--- config.mk ---
export PLATFORM = sky130hd
export DESIGN_NAME = coeff_bank_loader
export DESIGN_NICKNAME = d
export VERILOG_FILES = /design/src/rtl/coeff_bank_loader.sv
export SDC_FILE = /design/constraint.sdc
export NUM_CORES = 2
export LEC_CHECK = 0
export BUFFER_PORTS_ARGS = -buffer_cell sky130_fd_sc_hd__clkbuf_2
export CAP_MARGIN = 20
export CORE_ASPECT_RATIO = 2
export CORE_UTILIZATION = 43
export DETAILED_ROUTE_END_ITERATION = 8
export PLACE_DENSITY_LB_ADDON = 0.3
export SLEW_MARGIN = 20
export SYNTH_ARGS = -nofsm -noshare
export SYNTH_HDL_FRONTEND = slang
export SYNTH_SLANG_ARGS = --single-unit
--- constraint.sdc ---
create_clock -name clk -period 4.2 [get_ports clk]
set_clock_uncertainty 0.05 [all_clocks]
set_input_delay 0 -clock clk [delete_from_list [all_inputs] [get_ports clk]]
set_output_delay 0 -clock clk [all_outputs]
set_load 0.01 [all_outputs]
--- src/rtl/coeff_bank_loader.sv ---
// ---------------------------------------------------------------------------
// coeff_bank_loader
//
// Consumer end of the FIR coefficient interface. Watches the 13-tap
// single-precision coefficient set from the generator. Once the set has held
// still for SETTLE_CYCLES cycles, it copies the set tap by tap into the
// shadow bank. It then swaps shadow and active banks on a sample boundary, so
// the MAC datapath never reads a half-updated set.
//
// Optional feature macro: COEFF_SYM_CHECK_EN. When defined, a freshly loaded
// shadow bank must be symmetric (tap k == tap 12-k, bit-exact) before it may
// be swapped in. A non-symmetric set raises sym_err and is discarded.
//
// Ports
//   clk            in   system clock, rising edge
//   reset          in   asynchronous reset, active low
//   coeff_in       in   416b flat coefficient set, tap k at [32k+31:32k]
//   sample_strobe  in   one-cycle FIR sample boundary pulse (swap point)
//   tap_addr       in   tap index for MAC read (0..12; 13..15 read as 0)
//   tap_data       out  registered active-bank coefficient at tap_addr
//   load_busy      out  high in SETTLE, LOAD and WAIT_SWAP
//   bank_valid     out  sticky, set at the first swap after reset
//   swap_pulse     out  one-cycle pulse in the cycle the new bank is active
//   sym_err        out  sticky symmetry-violation flag (0 without the macro)
//   dbg_state_o    out  FSM state: 0 IDLE, 1 SETTLE, 2 LOAD, 3 WAIT_SWAP
//
// Handshake: there is no back-pressure. coeff_in is sampled every cycle, and
// a coefficient set counts as accepted only once it has been stable long
// enough to load. sample_strobe is honoured only in WAIT_SWAP.
// ---------------------------------------------------------------------------
module coeff_bank_loader #(
    parameter int unsigned SETTLE_CYCLES = 8
) (
    input  logic         clk,
    input  logic         reset,
    input  logic [415:0] coeff_in,
    input  logic         sample_strobe,
    input  logic [3:0]   tap_addr,
    output logic [31:0]  tap_data,
    output logic         load_busy,
    output logic         bank_valid,
    output logic         swap_pulse,
    output logic         sym_err,
    output logic [1:0]   dbg_state_o
);

    localparam int NTAPS = 13;

    typedef enum logic [1:0] {
        ST_IDLE      = 2'd0,
        ST_SETTLE    = 2'd1,
        ST_LOAD      = 2'd2,
        ST_WAIT_SWAP = 2'd3
    } state_t;

    state_t        state_q, state_d;
    logic [415:0]  prev_q;
    logic [31:0]   bank_q [2][NTAPS];
    logic          act_sel_q, act_sel_d;
    logic [7:0]    settle_cnt_q, settle_cnt_d;
    logic [3:0]    idx_q, idx_d;
    logic          bank_valid_q, bank_valid_d;
    logic          swap_pulse_q, swap_pulse_d;
    logic [31:0]   tap_data_q, tap_data_d;
    logic          shadow_we;
    logic          in_changed, act_diff;
    logic          sym_ok, sym_fail, sym_hold;

    assign in_changed = (coeff_in != prev_q);

    // The input differs from what the MAC is using now. This catches changes
    // that arrived while a swap was pending.
    always_comb begin
        act_diff = 1'b0;
        for (int k = 0; k < NTAPS; k++) begin
            if (coeff_in[32*k +: 32] != bank_q[act_sel_q][k]) act_diff = 1'b1;
        end
    end

    always_comb begin
        tap_data_d = 32'h0;
        if (tap_addr < 4'd13) tap_data_d = bank_q[act_sel_q][tap_addr];
    end

    always_comb begin
        state_d      = state_q;
        settle_cnt_d = settle_cnt_q;
        idx_d        = idx_q;
        act_sel_d    = act_sel_q;
        bank_valid_d = bank_valid_q;
        swap_pulse_d = 1'b0;
        shadow_we    = 1'b0;
        sym_fail     = 1'b0;
        unique case (state_q)
            ST_IDLE: begin
                if (in_changed || (act_diff && !sym_hold)) begin
                    state_d      = ST_SETTLE;
                    settle_cnt_d = 8'd0;
                end
            end
            ST_SETTLE: begin
                if (in_changed) begin
                    settle_cnt_d = 8'd0;
                end else if (settle_cnt_q == 8'(SETTLE_CYCLES - 1)) begin
                    state_d = ST_LOAD;
                    idx_d   = 4'd0;
                end else begin
                    settle_cnt_d = settle_cnt_q + 8'd1;
                end
            end
            ST_LOAD: begin
                if (in_changed) begin
                    state_d      = ST_SETTLE;
                    settle_cnt_d = 8'd0;
                end else begin
                    shadow_we = 1'b1;
                    if (idx_q == 4'd12) begin
                        if (sym_ok) begin
                            state_d = ST_WAIT_SWAP;
                        end else begin
                            state_d  = ST_IDLE;
                            sym_fail = 1'b1;
                        end
                    end else begin
                        idx_d = idx_q + 4'd1;
                    end
                end
            end
            ST_WAIT_SWAP: begin
                if (sample_strobe) begin
                    act_sel_d    = ~act_sel_q;
                    swap_pulse_d = 1'b1;
                    bank_valid_d = 1'b1;
                    state_d      = ST_IDLE;
                end
            end
            default: state_d = ST_IDLE;
        endcase
    end

    always_ff @(posedge clk or negedge reset) begin
        if (!reset) begin
            state_q      <= ST_IDLE;
            prev_q       <= '0;
            act_sel_q    <= 1'b0;
            settle_cnt_q <= 8'd0;
            idx_q        <= 4'd0;
            bank_valid_q <= 1'b0;
            swap_pulse_q <= 1'b0;
            tap_data_q   <= 32'h0;
            for (int b = 0; b < 2; b++) begin
                for (int k = 0; k < NTAPS; k++) bank_q[b][k] <= 32'h0;
            end
        end else begin
            state_q      <= state_d;
            prev_q       <= coeff_in;
            act_sel_q    <= act_sel_d;
            settle_cnt_q <= settle_cnt_d;
            idx_q        <= idx_d;
            bank_valid_q <= bank_valid_d;
            swap_pulse_q <= swap_pulse_d;
            tap_data_q   <= tap_data_d;
            if (shadow_we) bank_q[~act_sel_q][idx_q] <= prev_q[32*idx_q +: 32];
        end
    end

`ifdef COEFF_SYM_CHECK_EN
    logic sym_err_q, sym_hold_q;

    // LOAD aborts on any input change, so prev_q has held still through every
    // write of this load. Checking prev_q is therefore the same as checking
    // the finished shadow bank, including the tap 12 word written this cycle.
    always_comb begin
        sym_ok = 1'b1;
        for (int k = 0; k < 6; k++) begin
            if (prev_q[32*k +: 32] != prev_q[32*(12-k) +: 32]) sym_ok = 1'b0;
        end
    end

    // After a rejected set, IDLE must not retry until the input moves again.
    // Otherwise the active-bank mismatch would restart SETTLE forever.
    always_ff @(posedge clk or negedge reset) begin
        if (!reset) begin
            sym_err_q  <= 1'b0;
            sym_hold_q <= 1'b0;
        end else begin
            if (sym_fail) sym_err_q <= 1'b1;
            if (sym_fail)        sym_hold_q <= 1'b1;
            else if (in_changed) sym_hold_q <= 1'b0;
        end
    end

    assign sym_hold = sym_hold_q;
    assign sym_err  = sym_err_q;
`else
    assign sym_ok   = 1'b1;
    assign sym_hold = 1'b0;
    // sym_ok is constant 1 here, so sym_fail, and with it sym_err, is constant 0.
    assign sym_err  = sym_fail;
`endif

    assign tap_data    = tap_data_q;
    assign load_busy   = (state_q != ST_IDLE);
    assign bank_valid  = bank_valid_q;
    assign swap_pulse  = swap_pulse_q;
    assign dbg_state_o = state_q;

endmodule

==> impl_results.rst, run 1 <==
.. list-table::
   :header-rows: 1

   * - Metric
     - Value
   * - Outcome
     - stopped before the end
   * - Last step reached
     - 5_1_grt
   * - Tool error message
     - [ERROR GRT-0116] Global routing finished with congestion. Check the congestion regions in the DRC Viewer.
   * - Syn nets
     - 5193
   * - Number of buffers inserted by port buffering
     - 459
   * - Top cell type's share of synthesized area
     - 50.2%
   * - Number of flip-flops and latches in the synthesized netlist
     - 1297
   * - HPWL after DPL
     - 361000 um
   * - Final weighted congestion in routability-driven placement
     - 1.17
   * - Overall fraction of global-route tracks in use
     - 65.5%
   * - Row count
     - 201
   * - Total CTS buffers
     - 116
   * - Top Ports
     - 461
   * - Number of sinks handled by clock tree synthesis
     - 1297
   * - Number of H-tree levels
     - 3
   * - Main flop type after synthesis
     - sky130_fd_sc_hd__dfrtp_1
   * - Height of the die
     - 550 um
   * - Chip Width
     - 276 um
   * - Post-synth ARST share
     - 100%
   * - First-pass GRT wire length
     - 651000 um
   * - Starting utilization of the core area
     - 43.2%
   * - Top cells by area in the synthesized netlist
     - sky130_fd_sc_hd__dfrtp_1 50%, sky130_fd_sc_hd__mux2_2 15%, sky130_fd_sc_hd__mux4_2 8.0%
   * - Cell Area, Synth
     - 64700 um2
   * - Largest area contributor in the synthesized netlist
     - sky130_fd_sc_hd__dfrtp_1
   * - Post-Synthesis Cells
     - 4760
   * - Dpl cell area
     - 77800 um2
   * - Total congestion overflow
     - 5
   * - Vias in the first global route
     - 65512
   * - Synth warn
     - 0
   * - Maximum buffer depth of the clock tree
     - 3
   * - Synthesized area divided by synthesized cell count
     - 13.6 um2
   * - Pin count of the biggest net entering global routing
     - 148
   * - Post-synth EDFFs
     - 0
   * - Register area share after synthesis
     - 50.2%
   * - Clk root buf
     - sky130_fd_sc_hd__clkbuf_16
   * - Count of different cell masters after synthesis
     - 56
## metal layers
layer  global-route usage (%)  overflow
met2                     90.8         4
met5                     2.78         0
met3                     34.7         0
met4                     76.4         1
met1                     65.3         0
## logic make-up after synthesis
kind of cell,count (synthesis),synth area share (%)
flops,1297,50.2
simple gates,553,4.60
other cells,1,0.00580
xor+xnor,611,8.27
fa+ha+maj,10,0.193
mux,1528,29.7
buf+inv,319,2.24
compound gates,441,4.78
## what timing repair did
| action | 4_1_cts |
|---|---|
| endpoints found under the hold margin | 1450 |
| setup buffers | 8 |
| gates resized for setup | 106 |
| cloned | 2 |
| hold buffers | 672 |
| pin swaps | 14 |
| endpoints found under the setup margin | 846 |
## per-stage QoR
stage / hold slack [ns] / util (%) / std cells / setup WS [ns]
after global placement: 0.00743 / 52.0 / 7907 / -1.01
after floorplan: -0.346 / - / 4760 / 1.01
after detailed placement: 0.00290 / 52.0 / 7907 / -0.961
after CTS: 0.000190 / 59.7 / 8801 / 0.000770
## Yosys cell counts (all sizes together) (3+ instances only)
cell	n
a31oi	10
ha	10
and3	15
a22o	30
o21a	12
a2bb2oi	17
o2bb2ai	67
buf	155
a22oi	30
clkbuf	139
xor2	32
mux2	851
nor3	10
o22ai	71
nand3	23
and2	12
xnor2	579
a221oi	14
a211oi	16
o21ai	62
nor4	103
inv	23
nor2	65
o31a	3
nor2b	42
o21bai	5
nand4	154
mux4	229
mux2i	448
dfrtp	1297
nand2	115
a21oi	73
o221ai	19
or4	8
==> run 2: changes to the inputs <==
- CORE_ASPECT_RATIO: 2 -> not set
- CORE_UTILIZATION: 43 -> 28
- PLACE_DENSITY_LB_ADDON: 0.3 -> 0.15
==> run 2 against run 1 <==
Synthesized cell count is the same; the flow now finishes, with violations (negative setup slack); synthesized area stayed put.
==> impl_results.rst, run 2 <==
.. list-table::
   :header-rows: 1

   * - Metric
     - Value
   * - Outcome
     - complete, but fails checks (was stopped before the end)
   * - Failing checks
     - negative setup slack
   * - Post-route fraction of the period consumed by the critical path
     - 112%
   * - Register clock-pin slew on the reported worst setup and hold paths
     - 0.07 ns
   * - Row count
     - 176 (was 201)
   * - Final Net Count
     - 7278
   * - Max reg flops
     - 832
   * - Most frequent cells in the layout
     - 1291 x sky130_fd_sc_hd__dfrtp_1, 865 x sky130_fd_sc_hd__buf_4, 838 x sky130_fd_sc_hd__mux2_2
   * - First-pass GRT wire length
     - 620000 um
   * - Routed wire length on met2
     - 206000 um
   * - First-pass DRT Iterations
     - 7
   * - Most common cell after layout, fill and taps aside
     - sky130_fd_sc_hd__dfrtp_1
   * - Post-synth ARST share
     - 100% (unchanged)
   * - Chip Width
     - 483 um (was 276 um)
   * - Xor and xnor fraction of the mapped netlist area
     - 8.27% (unchanged)
   * - Synthesized area divided by synthesized cell count
     - 13.6 um2 (unchanged)
   * - Detailed-route via count
     - 58180
   * - Overall fraction of global-route tracks in use
     - 41.9%
   * - Share of cells above drive strength 1
     - 42.3%
   * - Count of different cell masters after synthesis
     - 56 (unchanged)
   * - Cell Area, Synth
     - 64700 um2 (unchanged)
   * - Number of flip-flops and latches in the synthesized netlist
     - 1297 (unchanged)
   * - Worst-skew pair later-pin latency
     - 0.88 ns
   * - Worst IR Drop VDD
     - 0.303 mV
   * - Post-Synthesis Cells
     - 4760 (unchanged)
   * - Final weighted congestion in routability-driven placement
     - 1.12 (was 1.17)
   * - Total CTS buffers
     - 160 (was 116)
   * - Area growth, synth to finish
     - 43.5%
   * - Leak
     - 40.6 nW
   * - Top cells by area in the synthesized netlist
     - sky130_fd_sc_hd__dfrtp_1 50%, sky130_fd_sc_hd__mux2_2 15%, sky130_fd_sc_hd__mux4_2 8.0% (unchanged)
   * - HPWL after DPL
     - 383000 um (was 361000 um)
   * - Syn nets
     - 5193 (unchanged)
   * - Final critical delay including setup and external delays
     - 4.69 ns
   * - Most numerous cell in the Yosys netlist
     - sky130_fd_sc_hd__dfrtp_1 (unchanged)
   * - Register area share after synthesis
     - 50.2% (unchanged)
   * - Wire length after detailed routing
     - 494000 um
   * - Count of final setup violators
     - 10
   * - Cell count of the worst reg-to-reg path
     - 18
   * - Fill cell instance count of the final layout
     - 22004
   * - Final Max Tran Viols
     - 0
   * - Worst Path Required
     - 4.93 ns
   * - Least-Margin Pin Slew
     - 1.37 ns
   * - Pin count of the biggest net entering global routing
     - 137
   * - Startpoint-to-endpoint class of the critical path
     - flip-flop to flip-flop
   * - Most instantiated cells after synthesis
     - 1297 x sky130_fd_sc_hd__dfrtp_1, 838 x sky130_fd_sc_hd__mux2_2, 579 x sky130_fd_sc_hd__xnor2_1, 448 x sky130_fd_sc_hd__mux2i_1, 229 x sky130_fd_sc_hd__mux4_2 (unchanged)
   * - Type of the most critical hold path
     - input port to flip-flop
   * - Final WS setup
     - -0.486 ns
   * - Critical Path Sink Type
     - flip-flop
   * - Top cell type's share of synthesized area
     - 50.2% (unchanged)
   * - Critical path launch point type
     - flip-flop
   * - Antenna violations before repair
     - 91
   * - Post-synth EDFFs
     - 0 (unchanged)
   * - CP Data Arrival Time
     - 5.42 ns
   * - Final-report hold violation count
     - 0
   * - Number of H-tree levels
     - 4 (was 3)
   * - CTS tree
     - built
   * - Number of DRC markers after the initial detailed-route iteration
     - 7534
   * - Top Ports
     - 461 (unchanged)
   * - Worst slack at placement
     - -1.25 ns (was -0.961 ns)
   * - Remaining design rule violation count
     - 0
   * - Total congestion overflow
     - 0
   * - Uppermost layer routed
     - met5
   * - Die outline area
     - 233000 um2
   * - Dominant combinational cell family by area after synthesis
     - multiplexers (unchanged)
   * - Vias in the first global route
     - 56536
   * - Number of sinks handled by clock tree synthesis
     - 1297 (unchanged)
   * - Height of the die
     - 483 um (was 550 um)
   * - Share of synthesized cell area in full adder, half adder and majority cells
     - 0.193% (unchanged)
   * - Worst max-slew margin expressed relative to the limit
     - 8.26%
   * - Core region area
     - 230000 um2
   * - Area fraction in compound gates after synthesis
     - 4.78% (unchanged)
   * - Multiplexer fraction of the synthesized cell area
     - 29.7% (unchanged)
   * - Routed length on met1
     - 195000 um
   * - Maximum buffer depth of the clock tree
     - 3 (unchanged)
   * - Number of buffers inserted by port buffering
     - 459 (unchanged)
   * - Simple-gate share of the synthesized area
     - 4.60% (unchanged)
   * - Count of cells along the worst hold path
     - 2
   * - Maximum Capacitance Violations
     - 0
   * - P per Cell Area
     - 348 nW/um2
   * - Maximum clock frequency
     - 213 MHz
   * - Power after layout
     - 32.3 mW
   * - Main flop type after synthesis
     - sky130_fd_sc_hd__dfrtp_1 (unchanged)
   * - Final ANT Viol Nets
     - 0
   * - Clk root buf
     - sky130_fd_sc_hd__clkbuf_16 (unchanged)
   * - Length of routed met3 wiring
     - 47900 um
   * - Avg Vias per Cell
     - 5.79
   * - Critical path fanouts, max
     - 13
   * - Starting utilization of the core area
     - 28.1% (was 43.2%)
   * - Largest area contributor in the synthesized netlist
     - sky130_fd_sc_hd__dfrtp_1 (unchanged)
   * - Routed wire per std cell
     - 49.2 um
   * - Register bank with the most flops
     - bank_q
   * - Setup repair after global routing missed its margin
     - true
   * - Synth warn
     - 0 (unchanged)
run 2: cell counts after synthesis:
Identical to the previous run, type by type.
run 2: worst max-delay path: stages (launching register included):
cell                      delay (ns)
sky130_fd_sc_hd__dfrtp_4        0.51
sky130_fd_sc_hd__buf_12         0.22
sky130_fd_sc_hd__buf_16         0.16
sky130_fd_sc_hd__buf_6          0.22
sky130_fd_sc_hd__mux2i_1        0.21
sky130_fd_sc_hd__buf_4          0.14
sky130_fd_sc_hd__xnor2_1        0.06
sky130_fd_sc_hd__buf_4          0.19
sky130_fd_sc_hd__nor4_4         0.51
sky130_fd_sc_hd__buf_4          0.20
sky130_fd_sc_hd__nand4_1        0.18
sky130_fd_sc_hd__nor4_2         0.22
sky130_fd_sc_hd__buf_4          0.18
sky130_fd_sc_hd__nand4_1        0.28
sky130_fd_sc_hd__o31ai_4        0.64
sky130_fd_sc_hd__buf_6          0.22
sky130_fd_sc_hd__buf_4          0.12
sky130_fd_sc_hd__o21ai_0        0.08
sky130_fd_sc_hd__a21bo_2        0.18
run 2: where the power goes:
part	internal, mW	switching (mW)
Sequential	12.7	0.246
Combinational	1.57	3.04
Clock	8.44	6.31
Total	22.7	9.59
run 2: area by class of cell:
cell class / count / area (um2) / area share (%)
inverter: 25 / 96.3 / 0.104
tap: 3026 / 3790 / 4.08
clock buffer: 247 / 4860 / 5.24
multi-input combinational: 3144 / 32000 / 34.5
sequential: 1297 / 32500 / 35.0
timing repair buffer: 2217 / 18900 / 20.4
antenna: 43 / 108 / 0.116
clock inverter: 43 / 591 / 0.636
run 2: final timing paths:
check / start / endpoint / slack, ns
hold / removal: coeff_in[236] / prev_q[236] / 0.06
hold reg to reg: bank_valid / bank_valid / 0.43
max in group asynchronous: reset / bank_q[10] / 2.74
setup reg to reg: act_sel_q / settle_cnt_q[1] / -0.49
setup / recovery: act_sel_q / settle_cnt_q[1] / -0.49
min in group asynchronous: reset / prev_q[270] / 0.48
run 2: cell families after synthesis:
| family | Yosys count |
|---|---|
| xor gates and xnor gates | 611 |
| DFF | 1297 |
| buffers and inverters | 319 |
| adders and majority gates | 10 |
| other | 1 |
| and+or+nand+nor | 553 |
| muxes | 1528 |
| AOI/OAI and AO/OA | 441 |
run 2: per-stage QoR:
stage | TNS (ns) | std cells | util (%) | instance area, um2 | hold WS [ns]
finish | -4.64 | 10042 | 40.4 | 92800 | 0.0600
global route | -3.85 | 10008 | 40.3 | 92700 | 0.00841
CTS | -2.70 | 9990 | 40.1 | 92300 | 0.00262
detailed placement | -48.50 | 8896 | 34.0 | 78200 | -0.00680
global placement | -424.67 | 8891 | 33.9 | 78000 | -0.00510
floorplan | 0 | 4760 | - | 64700 | -0.346
run 2: what timing repair did:
action | 4_1_cts | 5_1_grt
endpoints found under the hold margin | 1283 | 0
endpoints found under the setup margin | 658 | 481
pin swaps | 20 | 11
cloned | 1 | 2
buffers inserted | 23 | 7
gates resized for setup | 103 | 52
hold buffers | 780 | 0
run 2: per-layer routing:
layer,track usage (%),vias to the layer above
li1,-,21988
met3,12.2,1153
met1,52.8,31187
met2,60.7,3812
met5,0.613,-
met4,31.3,40
Power figures use the tool's default switching activity.
